### src/rtl/or_window_accum.sv
// or_window_accum: sticky-OR accumulator for the merged vector from the OR merge
// stage. Beats arrive on a valid/ready stream and are ORed together until in_last
// or until BEATS beats have been merged. Each closed window produces one result
// word together with its popcount and its beat count. The result is held until
// downstream accepts it. No new beat is taken while a result is pending, so there
// is always one bubble cycle between windows.
module or_window_accum #(
   parameter int W     = 8,
   parameter int BEATS = 4
) (
   input  logic                        clk,
   input  logic                        rst_n,
   input  logic                        in_valid,
   output logic                        in_ready,
   input  logic [W-1:0]                in_data,
   input  logic                        in_last,
   output logic                        out_valid,
   input  logic                        out_ready,
   output logic [W-1:0]                out_data,
   output logic [$clog2(W+1)-1:0]      out_pop,
   output logic [$clog2(BEATS+1)-1:0]  out_beats
);

   localparam int CW = $clog2(W+1);
   localparam int BW = $clog2(BEATS+1);

   typedef enum logic {
      S_ACCUM = 1'b0,
      S_HOLD  = 1'b1
   } state_t;

   state_t          r_state;
   logic [W-1:0]    r_acc;
   logic [BW-1:0]   r_cnt;
   logic            r_in_ready;
   logic            r_out_valid;
   logic [W-1:0]    r_out_data;
   logic [CW-1:0]   r_out_pop;
   logic [BW-1:0]   r_out_beats;

   logic            w_accept;
   logic            w_close;
   logic [W-1:0]    w_merged;
   logic [BW-1:0]   w_cnt_next;
   logic [CW-1:0]   w_pop;

   // in_data only reaches the accumulator through w_accept, so an undriven bus
   // while in_valid is low never lands in r_acc.
   assign w_accept   = in_valid & r_in_ready;
   assign w_merged   = r_acc | in_data;
   assign w_cnt_next = r_cnt + BW'(1);
   assign w_close    = in_last | (w_cnt_next == BW'(BEATS));

   // Popcount of the value that would be stored if this beat closes the window.
   always_comb begin
      // NOTE: give every combinational output a value before the loop; a path
      // that leaves w_pop unassigned would infer a latch. Blocking '=' is the
      // right assignment here because each iteration reads the previous sum.
      w_pop = '0;
      for (int i = 0; i < W; i++) begin
         w_pop = w_pop + CW'(w_merged[i]);
      end
   end

   // Window FSM: accumulate beats in ACCUM, then present the result in HOLD
   // until it is taken. The handshake flags are registered along with the state.
   always_ff @(posedge clk) begin
      // NOTE: all state here uses non-blocking '<=' so every register samples
      // pre-edge values. The datapath registers are reset as well because the
      // result outputs must read zero after reset.
      if (!rst_n) begin
         r_state     <= S_ACCUM;
         r_acc       <= '0;
         r_cnt       <= '0;
         r_in_ready  <= 1'b1;
         r_out_valid <= 1'b0;
         r_out_data  <= '0;
         r_out_pop   <= '0;
         r_out_beats <= '0;
      end else begin
         case (r_state)
            S_ACCUM: begin
               if (w_accept) begin
                  if (w_close) begin
                     r_out_data  <= w_merged;
                     r_out_pop   <= w_pop;
                     r_out_beats <= w_cnt_next;
                     r_acc       <= '0;
                     r_cnt       <= '0;
                     r_in_ready  <= 1'b0;
                     r_out_valid <= 1'b1;
                     r_state     <= S_HOLD;
                  end else begin
                     r_acc <= w_merged;
                     r_cnt <= w_cnt_next;
                  end
               end
            end
            S_HOLD: begin
               // The result stays in the out registers after the transfer.
               // Only the handshake flags change.
               if (out_ready) begin
                  r_in_ready  <= 1'b1;
                  r_out_valid <= 1'b0;
                  r_state     <= S_ACCUM;
               end
            end
            default: begin
               r_in_ready  <= 1'b1;
               r_out_valid <= 1'b0;
               r_state     <= S_ACCUM;
            end
         endcase
      end
   end

   assign in_ready  = r_in_ready;
   assign out_valid = r_out_valid;
   assign out_data  = r_out_data;
   assign out_pop   = r_out_pop;
   assign out_beats = r_out_beats;

endmodule

### config.mk
export PLATFORM = sky130hd
export DESIGN_NAME = or_window_accum
export DESIGN_NICKNAME = d
export VERILOG_FILES = /design/src/rtl/or_window_accum.sv
export SDC_FILE = /design/constraint.sdc
export NUM_CORES = 1
export LEC_CHECK = 0
export ABC_AREA = 1
export BUFFER_PORTS_ARGS = -buffer_cell sky130_fd_sc_hd__clkbuf_2
export CAP_MARGIN = 20
export CORE_UTILIZATION = 38
export DETAILED_ROUTE_END_ITERATION = 16
export PLACE_DENSITY = 0.63
export SETUP_SLACK_MARGIN = 0.1
export SKIP_LAST_GASP = 1
export SLEW_MARGIN = 5
export SYNTH_ARGS = -nofsm -noshare
export SYNTH_HDL_FRONTEND = slang
export SYNTH_SLANG_ARGS = --single-unit
export TNS_END_PERCENT = 100
### constraint.sdc
create_clock -name clk -period 4.2 [get_ports clk]
set_input_delay 0.84 -clock clk [delete_from_list [all_inputs] [get_ports clk]]
set_output_delay 0.84 -clock clk [all_outputs]
set_load 0.005 [all_outputs]
==> flow_metrics.tcl <==
set metrics [dict create \
    finalCritPeriodShare_pct 80.3 \
    grt_pass1_wl_um 4220 \
    cts_root_buffer "clkbuf_8" \
    status "finished clean" \
    fin_ws_ns 0.825 \
    grt_overflow 0 \
    clock_latency_ns 0.29 \
    diodes 0 \
    cts_tree "yes" \
    rows 21 \
    cp.depth 12 \
    synth_cell_types 22 \
    cpMostUsedCell "fa_1" \
    dr.pass1.iters 4 \
    path_delay_family "adder cells" \
    wl_um 2540 \
    synth_xor_area_share_pct 0.620 \
    synth_top_area_share_pct 41.1 \
    postCtsHoldBufs 0 \
    synth_compound_area_share_pct 7.71 \
    gp_congestion 0.789 \
    hold_path.class "reg2reg" \
    yosys_warnings 0 \
    drive_gt1_share_pct 26.2 \
    required_ns 4.37 \
    finClkSkew_ns 0.00951 \
    wl_per_cell_um 10.1 \
    io_buffers 29 \
    cts_sinks 29 \
    crit_chain "clkbuf_2, nor2_1, fa_1, fa_1, fa_1, inv_1, ha_1, inv_1, fa_1, nand3_1, nand2_1, nor2_1" \
    synth_area_um2 1410 \
    viasPerCell 4.36 \
    critPathMaxFanout 2 \
    nets 228 \
    drc 0 \
    critPathBufInv 3 \
    startpoint_type "input pin" \
    fin_crit_ns 3.37 \
    cts-buffers-inserted 5 \
    avgSynthCellArea_um2 7.98 \
    syn_nets 199 \
    synth.area.mux_share_pct 0 \
    ant_nets 0 \
    antenna_found_initial 0 \
    hpwl_um 1840 \
    die-area_um2 3970 \
    worstReg2RegEnd "out_pop[1]$_SDFFE_PN0P_" \
    setup-tns-final_ns 0 \
    r2r_setup_slack_ns 1.15 \
    dieWidth_um 63.0 \
    max-cap-violations 0 \
    vias 1099 \
    grt_usage_pct 14.2 \
    final_cell_mix "nor2_1 (38), nand2_1 (32), dfxtp_1 (29), clkbuf_2 (29), inv_1 (21)" \
    core_um2 3440 \
    power_density_nw_per_um2 430 \
    r2r_cells 11 \
    place_ws_ns 0.518 \
    fmax_mhz 296 \
    hold_viol_final 0 \
    r2r-start "r_acc[0]$_SDFFE_PN0P_" \
    fillerInstances 347 \
    crit_end "out_pop[1]$_SDFFE_PN0P_" \
    worst_pin_slew_ns 0.581 \
    seq_area_um2 581 \
    multi_input_area_um2 681 \
    power_uw 702 \
    grt_pass1_vias 943 \
    synth-simple-area-share_pct 29.8 \
    drt_iter0_drc 38 \
    grt_setup_unrepaired "no" \
    die_h_um 63.0 \
    finalSetupViolations 0 \
    synth_top_family_by_area "simple AND/OR/NAND/NOR gates" \
    cts-resized-gates 0 \
    yosysTopAreaCell "dfxtp_1" \
    p_leak_uw 0.000770 \
    drv_slew 0 \
    cpMaxStageDelayCell "fa_1" \
    yosysSeqAreaShare_pct 41.1 \
    final_common_cell "nor2_1" \
    crit_start "in_data[0]" \
    critPathArrivalTime_ns 3.55 \
    max_stage_delay_ns 0.51 \
    ys_ff_latch 29 \
    synth_fa_ha_area_share_pct 10.1 \
    cts_buffer_depth 2 \
    initial_utilization_pct 41.0 \
    cp-end-kind "flop" \
    synth_area_leaders "dfxtp_1 (41%), nor2_1 (10%), nand2_1 (8.5%)" \
    slew_headroom_pct 61.2 \
    syn2layout_area_growth_pct 15.6 \
    setup.worst_path.class "in2reg" \
    postCtsSetupRepairBufs 0 \
    clk_pin_slew_worst_paths_ns 0.06 \
    htree_levels 2 \
    postSynthCellCount 177 \
    grt_max_degree 27 \
    ir_drop_mv 0.117 \
    top_level_ports 30 \
]
==> report_power, final <==
part | switching [uW] | leakage [uW] | internal (uW)
logic | 93.5 | 0.000488 | 69.1
registers | 12.6 | 0.000238 | 298
clock network | 99.0 | 0.0000443 | 130
total | 205 | 0.000770 | 497
==> worst register-to-register path, delay by kind of cell, from the launching register on <==
family	cells	cell delay, ns
buf+inv	2	0.13
simple gates	4	0.43
flops	1	0.31
fa+ha+maj	5	2.08
==> cell usage after synthesis (all sizes together) <==
master and number:
a21oi 12, fa 4, dfxtp 29, nand3b 1, xnor2 1, buf 7, nor2 43, nand3 15
o21ai 3, ha 5, inv 22, nand2 35
==> routing by layer <==
metal / vias to the layer above / GRT usage [%] / routed length, um
li1: 597 / - / -
met1: 471 / 18.2 / 1370
met3: 7 / 5.47 / 122
met2: 24 / 20.3 / 988
met4: 0 / 7.85 / 60
met5: - / 0 / 0
==> per-stage QoR <==
stage          utilization [%]  instance area (um2)  cells  hold slack (ns)
5_1_grt                   47.4                 1630    252            0.467
6_report                  47.4                 1630    252            0.451
4_1_cts                   47.4                 1630    252            0.452
3_5_place_dp              44.9                 1550    245            0.441
2_1_floorplan                -                 1410    177            0.431
3_3_place_gp              44.9                 1550    245            0.440
==> cell type report <==
| type | instances | area share (%) |
|---|---|---|
| Multi-Input combinational cell | 119 | 41.7 |
| Sequential cell | 29 | 35.6 |
| Timing Repair Buffer | 29 | 8.89 |
| Clock buffer | 7 | 5.29 |
| Inverter | 22 | 5.06 |
| Tap cell | 46 | 3.52 |
==> kinds of logic after synthesis <==
family / count (synthesis)
flops: 29
fa+ha+maj: 9
compound gates: 15
buf+inv: 29
xor+xnor: 1
simple gates: 94
==> how the worst min path moves through the flow <==
stage                                startpoint                     to  slack (ns)  cells after the start
after CTS                 r_acc[7]$_SDFFE_PN0P_  r_acc[7]$_SDFFE_PN0P_        0.45                      2
after global placement    r_acc[7]$_SDFFE_PN0P_  r_acc[7]$_SDFFE_PN0P_        0.44                      2
after floorplan           r_acc[2]$_SDFFE_PN0P_  r_acc[2]$_SDFFE_PN0P_        0.43                      2
after detailed placement  r_acc[7]$_SDFFE_PN0P_  r_acc[7]$_SDFFE_PN0P_        0.44                      2
final                     r_acc[7]$_SDFFE_PN0P_  r_acc[7]$_SDFFE_PN0P_        0.45                      2
after global routing      r_acc[6]$_SDFFE_PN0P_  r_acc[6]$_SDFFE_PN0P_        0.47                      2
==> sequential cells by signal, summed over array words and instances, names as in the netlist <==
signal	flops
out_data	8
out_beats	3
in_ready	1
out_pop	4
r_cnt	3
r_acc	8
r_state	1
out_valid	1
No activity file was read; power rests on OpenSTA's default activity.
